[src/rtl/elevator_ctrl.sv]
// elevator_ctrl: floor/door sequencing controller driven by the one-second timer.
// Latches call requests, serves them in SCAN order, restarts the timer through a
// reset handshake (timer_rst / done_reset) before every move or door interval.
// Optional feature macro: ELEVATOR_REOPEN_EN -- a call at the current floor while
// the door is open restarts the door interval instead of being ignored.
module elevator_ctrl #(
    parameter int unsigned NUM_FLOORS = 4,
    parameter int unsigned TRAVEL_SEC = 2,
    parameter int unsigned DOOR_SEC   = 3
) (
    input  logic                  clk,
    input  logic                  reseta,
    input  logic [NUM_FLOORS-1:0] req,
    input  logic [3:0]            timeout,
    input  logic                  done_reset,
    output logic                  timer_rst,
    output logic [1:0]            floor,
    output logic                  dir_up,
    output logic                  moving,
    output logic                  door_open,
    output logic [NUM_FLOORS-1:0] pending
);

    typedef enum logic [1:0] {
        ST_IDLE,
        ST_ARM,
        ST_MOVE,
        ST_DOOR
    } state_t;

    localparam logic [3:0] TRAVEL_T  = 4'(TRAVEL_SEC);
    localparam logic [3:0] DOOR_T    = 4'(DOOR_SEC);
    localparam logic [1:0] TOP_FLOOR = 2'(NUM_FLOORS - 1);

    state_t                state_q, state_d;
    logic                  arm_door_q, arm_door_d;   // ARM target: 1 = DOOR, 0 = MOVE
    logic                  timer_rst_q, timer_rst_d;
    logic [1:0]            floor_q, floor_d;
    logic                  dir_up_q, dir_up_d;
    logic                  moving_q, moving_d;
    logic                  door_open_q, door_open_d;
    logic [NUM_FLOORS-1:0] pending_q, pending_d;

    logic [1:0]            next_floor;
    logic [NUM_FLOORS-1:0] here_oh, next_oh;
    logic [NUM_FLOORS-1:0] above_here, below_here, ahead_next;
    logic                  travel_done, door_done;

    // One-hot mask of a floor index.
    function automatic logic [NUM_FLOORS-1:0] floor_onehot(input logic [1:0] f);
        logic [NUM_FLOORS-1:0] m;
        m = '0;
        for (int i = 0; i < NUM_FLOORS; i++) begin
            m[i] = (i == int'(f));
        end
        return m;
    endfunction

    // Mask of floors strictly beyond f in the given direction.
    function automatic logic [NUM_FLOORS-1:0] beyond_mask(input logic [1:0] f, input logic up);
        logic [NUM_FLOORS-1:0] m;
        m = '0;
        for (int i = 0; i < NUM_FLOORS; i++) begin
            m[i] = up ? (i > int'(f)) : (i < int'(f));
        end
        return m;
    endfunction

    // Floor reached at the end of the current move; saturates at the shaft ends.
    always_comb begin
        next_floor = floor_q;
        if (dir_up_q && (floor_q != TOP_FLOOR)) begin
            next_floor = floor_q + 2'd1;
        end else if (!dir_up_q && (floor_q != 2'd0)) begin
            next_floor = floor_q - 2'd1;
        end
    end

    assign here_oh     = floor_onehot(floor_q);
    assign next_oh     = floor_onehot(next_floor);
    assign above_here  = pending_q & beyond_mask(floor_q, 1'b1);
    assign below_here  = pending_q & beyond_mask(floor_q, 1'b0);
    assign ahead_next  = pending_q & beyond_mask(next_floor, dir_up_q);
    assign travel_done = (timeout >= TRAVEL_T);
    assign door_done   = (timeout >= DOOR_T);

    // Next-state and next-output logic for the IDLE/ARM/MOVE/DOOR sequencer.
    always_comb begin
        // NOTE: every _d gets a hold value first so no path through the case leaves it
        // unassigned; a missing default here would infer a latch.
        state_d     = state_q;
        arm_door_d  = arm_door_q;
        timer_rst_d = timer_rst_q;
        floor_d     = floor_q;
        dir_up_d    = dir_up_q;
        moving_d    = moving_q;
        door_open_d = door_open_q;
        pending_d   = pending_q | req;

        case (state_q)
            ST_IDLE: begin
                if (|(pending_q & here_oh)) begin
                    pending_d   = (pending_q | req) & ~here_oh;
                    state_d     = ST_ARM;
                    arm_door_d  = 1'b1;
                    timer_rst_d = 1'b1;
                end else if (dir_up_q && (|above_here)) begin
                    state_d     = ST_ARM;
                    arm_door_d  = 1'b0;
                    timer_rst_d = 1'b1;
                end else if (|below_here) begin
                    dir_up_d    = 1'b0;
                    state_d     = ST_ARM;
                    arm_door_d  = 1'b0;
                    timer_rst_d = 1'b1;
                end else if (|above_here) begin
                    dir_up_d    = 1'b1;
                    state_d     = ST_ARM;
                    arm_door_d  = 1'b0;
                    timer_rst_d = 1'b1;
                end
            end

            ST_ARM: begin
                // moving/door_open hold through the handshake so a continued move or
                // a reopened door never glitches low.
                if (done_reset) begin
                    timer_rst_d = 1'b0;
                    state_d     = arm_door_q ? ST_DOOR : ST_MOVE;
                    moving_d    = !arm_door_q;
                    door_open_d = arm_door_q;
                end
            end

            ST_MOVE: begin
                if (travel_done) begin
                    floor_d = next_floor;
                    if (|(pending_q & next_oh)) begin
                        pending_d   = (pending_q | req) & ~next_oh;
                        state_d     = ST_ARM;
                        arm_door_d  = 1'b1;
                        timer_rst_d = 1'b1;
                        moving_d    = 1'b0;
                    end else if (|ahead_next) begin
                        state_d     = ST_ARM;
                        arm_door_d  = 1'b0;
                        timer_rst_d = 1'b1;
                    end else begin
                        state_d  = ST_IDLE;
                        moving_d = 1'b0;
                    end
                end
            end

            ST_DOOR: begin
                // A call at the floor being served is never latched while the door is open.
                pending_d = pending_q | (req & ~here_oh);
`ifdef ELEVATOR_REOPEN_EN
                if (|(req & here_oh)) begin
                    state_d     = ST_ARM;
                    arm_door_d  = 1'b1;
                    timer_rst_d = 1'b1;
                end else if (door_done) begin
                    state_d     = ST_IDLE;
                    door_open_d = 1'b0;
                end
`else
                if (door_done) begin
                    state_d     = ST_IDLE;
                    door_open_d = 1'b0;
                end
`endif
            end

            default: begin
                state_d = ST_IDLE;
            end
        endcase
    end

    // State and registered outputs, with synchronous active-high reset.
    always_ff @(posedge clk) begin
        // NOTE: non-blocking assignments so every flop samples the pre-edge values;
        // blocking here would let later statements see already-updated state.
        if (reseta) begin
            state_q     <= ST_IDLE;
            arm_door_q  <= 1'b0;
            timer_rst_q <= 1'b0;
            floor_q     <= 2'd0;
            dir_up_q    <= 1'b1;
            moving_q    <= 1'b0;
            door_open_q <= 1'b0;
            pending_q   <= '0;
        end else begin
            state_q     <= state_d;
            arm_door_q  <= arm_door_d;
            timer_rst_q <= timer_rst_d;
            floor_q     <= floor_d;
            dir_up_q    <= dir_up_d;
            moving_q    <= moving_d;
            door_open_q <= door_open_d;
            pending_q   <= pending_d;
        end
    end

    assign timer_rst = timer_rst_q;
    assign floor     = floor_q;
    assign dir_up    = dir_up_q;
    assign moving    = moving_q;
    assign door_open = door_open_q;
    assign pending   = pending_q;

endmodule
[config.mk]
export PLATFORM = sky130hd
export DESIGN_NAME = elevator_ctrl
export DESIGN_NICKNAME = d
export VERILOG_FILES = /design/src/rtl/elevator_ctrl.sv
export SDC_FILE = /design/constraint.sdc
export NUM_CORES = 1
export LEC_CHECK = 0
export BUFFER_PORTS_ARGS = -buffer_cell sky130_fd_sc_hd__buf_2
export CAP_MARGIN = 20
export CORE_MARGIN = 3
export CORE_UTILIZATION = 35
export DETAILED_ROUTE_END_ITERATION = 7
export PLACE_DENSITY = 0.52
export SYNTH_ARGS = -nofsm -noshare
export SYNTH_HDL_FRONTEND = slang
export SYNTH_SLANG_ARGS = --single-unit
[constraint.sdc]
create_clock -name clk -period 3.6 [get_ports clk]
set_input_delay 0.54 -clock clk [delete_from_list [all_inputs] [get_ports clk]]
set_output_delay 0.54 -clock clk [all_outputs]
set_load 0.1 [all_outputs]
After elaboration in Yosys (flattened, before gate mapping) --
Index checks and enable logic that the tools add are counted.
Storage, ports and cells: memories 0, memory bits (writable) 0, bits in registers 13, bits in latches 0, bits of input ports 11, ROM bits 0, word-level logic and storage cells 127
Operators by class: shifts and indexed selects 0, add/subtract/negate cells 2, div/mod/pow operators 0, multiplexer cells 47, bitwise gates (word level) 14, $lt $le $gt $ge 14, multiply operators 0, eq/ne operators 16, reductions and logical operators 26
Operator list (count):
- $mux W1 | 29
- $and A4 B4 Y4 | 7
- $reduce_or A4 Y1 | 5
- $mux W2 | 9
- $reduce_and A4 Y1 | 4
- $mux W4 | 3
- $pmux W4 S3 | 1
- $reduce_bool A2 Y1 | 5
- $eq A2 B2 Y1 const A | 4
- $ge A4 B2 Y1 const B | 2
- $gt A2 B2 Y1 const A | 4
- $lt A1 B2 Y1 const A | 4
- $ne A2 B2 Y1 const B | 4
- $not A4 Y4 | 2
- $or A4 B4 Y4 | 2
- $pmux W2 S4 | 1
- $logic_not A2 Y1 | 3
- $ne A3 B3 Y1 const B | 2
- $pmux W1 S2 | 3
- $ne A5 B5 Y1 const B | 1
- $reduce_and A5 Y1 | 1
- $and A4 B3 Y4 | 1
- $eq A1 B2 Y1 const A | 2
- $eq A2 B2 Y1 const B | 2
- 12 further kinds | 18

Depth between registers and ports, before layout --
depth in word-level cells 12, gate-level depth with buffers 8, mapped depth without buffers 8

Worst setup path before layout --
No wires, ideal clock.
path kind reg-to-reg, start point register floor_q[0] (netlist: floor[0]), end point register arm_door_q, slack 709 ps, stages on the path, launching flop included 9, buffers on the path 0, arrival time 2762 ps, cell sequence dfxtp_1 > bufinv_8 > ha_1 > mux2i_4 > xnor2_4 > a21oi_1 > o211a_1 > a31oi_1 > o32ai_2
Between the ends: longest elaborated chain between the ends 10, elaborated cells between the ends (all ways) 52, those cells by class add/sub (2); order compare (12); eq/ne (9); mux (12); bitwise (5); reduce/logical (12)
Ends and longest elaborated chain:
- start: declaration | line 38 | logic [1:0] floor_q, floor_d;
- start signal: assignment | line 198 | floor_q <= floor_d;
- parallel branches: the longest is 10 deep, another holds $sub A2 B1 Y2
- end signal: assignment | line 196 | arm_door_q <= arm_door_d;
- end: declaration | line 36 | logic arm_door_q, arm_door_d;
Several ways; the timed one is not identified. The select of a mux whose other input is x is not followed. A chain may end at the register's enable or synchronous reset.

Worst setup path after layout --
Same ends and word-level chain as after synthesis.

==> results.txt <==
The number of warnings issued by yosys came out at 0. The effective utilization at floorplan is 37.5%. After floorplanning, the core was divided into 20 placement rows. The floorplan die height is roughly 64 um.

In this run the standard cell core region covers 3130 um2. The total routing resource utilization after global routing came out at between 10 and 15%. In this run the tightest slew margin relative to its limit is 53.0%.

The die covers 4080 um2. Synthesis inferred 13 register bits. The area share of the leading cell type in the synthesized netlist is 22.2%. Yosys attributes the largest share of cell area to sky130_fd_sc_hd__dfxtp_1, sky130_fd_sc_hd__ha_1, sky130_fd_sc_hd__nor2_1. The overall overflow remaining after global route is 0. The post-synthesis area per instance came out at 8.15 um2. The aggregate routed wire length is 2810 um. The count of hold-fix buffers inserted at cts is 0.

The number of filler cells placed in the layout is 326. The global-route wire length before repair came out at 4910 um. The worst path arrival time is 2610 ps. The number of flops mapped to enable cells by yosys came out at 0. The number of global-route vias before repair is 1042. In the final layout, flip-flops and latches occupy 260 um2. The longest clock path from root to sink contains 2 buffers. Yosys instantiated no cell more often than sky130_fd_sc_hd__nor2_1. The combinational group share of total power came out at 60.6%. Among all stages on the critical path, the largest delay is contributed by sky130_fd_sc_hd__dfxtp_1.

The cell class contributing the biggest share of worst-path delay is compound AO/OA/AOI/OAI gates. The worst hold margin is 483 ps. Counting both buffers and inverters, the worst setup path holds a total of 1. The total net switching power came out at 0.505 mW. The largest stage delay on the critical path is 510 ps.

The final-report max-slew violation count came to 0. The switching power as a share of total power came out at a little over half. For this run, asynchronously set or reset flops after synthesis account for 0%. The tightest min-delay check is of the reg2reg type.

The number of DRC markers after the initial detailed-route iteration is between 50 and 60. The count of endpoints failing hold in the final timing report is 0. Counting instances in the post-synthesis netlist gives the leading cell types as sky130_fd_sc_hd__nor2_1, sky130_fd_sc_hd__nand2_1, sky130_fd_sc_hd__dfxtp_1, sky130_fd_sc_hd__a21oi_1, sky130_fd_sc_hd__o21ai_0. The layout cell share with drive strength beyond 1 came out at 20.3%.

The post-placement cell count is 198. The total inserted antenna cells came out at 0. The instance count of the mapped netlist came out at 144. The number of placed I/O pins is 21. The measured slew at the worst slew-check pin is 705 ps.

The run finished with clean final reports. The endpoint required time on the critical path is 3750 ps. The peak supply drop came out at 400 uV.

Of the synthesized area, sequential elements account for 22.2%. The final number of setup-violating endpoints came out at 0. CTS placed an instance of sky130_fd_sc_hd__clkbuf_4 at the clock tree root. The number of buffers inserted by post-CTS setup repair is 0. The clock network fraction of total power is 10.3%. The total power per unit cell area came out at around 730 nW/um2. Setup repair after global routing left no endpoint under its margin. The analysis attributes to cell leakage a power of roughly 0.5 nW. From left edge to right edge, the die measures 63.9 um. The mapped netlist covers 1170 um2. The number of vias per cell is 5.53. The count of unique library cells instantiated by Yosys came out at 46. The count of buffers from port buffering came out at 20. The critical path goes through bufinv_8 -> ha_1 -> and3b_1 -> nor2_2 -> nand2_1 -> a32o_1 -> a31oi_1 -> o32ai_2. The TritonCTS buffer count is 3. The number of nets produced by synthesis came out at 161.

The average routed wire per standard cell came out at 13.9 um. The remaining routing DRC violations is 0. Summing all multi-input logic gate instances after layout gives 782 um2. The level count of the clock H-tree came out at 1.

Of all nets on the critical path, the largest fanout is 9. The area growth from synthesis to final layout is 7.68%. Summed over all failing endpoints, the final setup total negative slack is 0 ps. The clock insertion delay at the later pin of the skew report came out at 280 ps.

The first detailed-routing pass took 4 iterations. The leading area contributor after synthesis is sky130_fd_sc_hd__dfxtp_1. The via count is 1117.

The final standard cell utilization of the core came out at 40.4%. The number of antenna violations at the first check in global routing came out at 0. The nature of the critical path startpoint is a flop. The critical path class is reg2reg. For this run, the number of standard cells in the final layout without fillers is 202. The number of max-capacitance violations reported came out at 0. The share of power burned in registers is between 20% and 30%. Based on the critical path, the design can be clocked at up to 406 MHz. The clock-pin slew reported for the worst setup and hold paths after clock tree synthesis came out at 80 ps. The number of nets in the finished design came out at 176. The number of gates resized after CTS was 0. The CTS sink count came out at 13. The count of nets left with antenna violations after detail routing is 0. Among all flip-flop cells after synthesis, the most frequent one is sky130_fd_sc_hd__dfxtp_1.

Entering global routing, the biggest net connects 22 pins. The half-perimeter wire length after placement is 2130 um. The design internal power came out at 0.415 mW. STA classifies the critical path endpoint as a flop.

The period utilization is between 60% and 70%. The congestion estimate from routability-driven global placement came to 0.885. The post-layout minimum cycle time is 2460 ps. TritonCTS built the clock tree. The worst clock skew is 4.33 ps.
==> layout make-up <==
| cell class | count | share of cell area [%] |
|---|---|---|
| clock buffer | 4 | 2.08 |
| multi-input combinational | 114 | 61.9 |
| tap | 44 | 4.36 |
| sequential | 13 | 20.6 |
| inverter | 7 | 3.17 |
| timing repair buffer | 20 | 7.92 |
==> sequential cells by signal, indices dropped and copies added, names as in the netlist <==
| register | flops |
|---|---|
| timer_rst | 1 |
| floor | 2 |
| arm_door_q | 1 |
| dir_up | 1 |
| pending | 4 |
| door_open | 1 |
| state_q | 2 |
| moving | 1 |
==> metrics by stage <==
stage          instance area (um2)  power, mW  worst slack [ps]
6_report                      1260      0.921              1140
5_1_grt                       1260      0.987               937
4_1_cts                       1260      0.925              1140
3_5_place_dp                  1240      0.825              1160
3_3_place_gp                  1240      0.826              1210
2_1_floorplan                 1170      0.747               709
==> logic make-up (layout without fill, tap and decap cells) <==
group / after synthesis / in the layout / synth area share (%)
simple gates: 56 / 56 / 23.2
compound gates: 46 / 46 / 29.6
buf+inv: 17 / 31 / 11.2
flops: 13 / 13 / 22.2
fa+ha+maj: 6 / 6 / 6.40
xor+xnor: 4 / 4 / 4.58
mux: 2 / 2 / 2.77
==> placed cells by master (no fill, tap or decap), types with 4 or more instances in the layout <==
cell type                  instances
sky130_fd_sc_hd__inv_1             6
sky130_fd_sc_hd__buf_2            20
sky130_fd_sc_hd__a211oi_1          4
sky130_fd_sc_hd__nor2_1           19
sky130_fd_sc_hd__dfxtp_1          13
sky130_fd_sc_hd__nand2_1          14
sky130_fd_sc_hd__o21ai_0           7
sky130_fd_sc_hd__nand2b_1          6
sky130_fd_sc_hd__ha_1              6
sky130_fd_sc_hd__a21oi_1           8
==> metal layers <==
metal / routed length, um / vias to the layer above / part of all wire [%] / global-route usage (%)
met1: 1280 / 511 / 45 / 20.0
li1: - / 553 / - / -
met4: 28 / 0 / 1.0 / 4.58
met3: 228 / 5 / 8.1 / 4.39
met5: 0 / - / 0 / 0
met2: 1280 / 48 / 45 / 22.8
==> worst register-to-register path: stages, from the launching register on <==
cell	delay (ps)
sky130_fd_sc_hd__dfxtp_1	510
sky130_fd_sc_hd__bufinv_8	260
sky130_fd_sc_hd__ha_1	320
sky130_fd_sc_hd__and3b_1	190
sky130_fd_sc_hd__nor2_2	240
sky130_fd_sc_hd__nand2_1	90
sky130_fd_sc_hd__a32o_1	320
sky130_fd_sc_hd__a31oi_1	280
sky130_fd_sc_hd__o32ai_2	120
==> final timing paths <==
kind                                 from          to  slack (ps)  cells past startpoint
worst max-delay path             floor[0]  arm_door_q        1140                      8
worst min-delay path            timer_rst   timer_rst         480                      1
worst max register to register   floor[0]  arm_door_q        1140                      8
worst min register to register  timer_rst   timer_rst         480                      1
==> power by group through the flow <==
stage,sequential (mW),clock [mW],combinational (mW)
after floorplan,0.370,0,0.378
after global placement,0.268,0,0.558
after detailed placement,0.268,0,0.556
after CTS,0.265,0.101,0.559
after global routing,0.277,0.106,0.604
final,0.268,0.0948,0.558
Power figures use the tool's default switching activity.
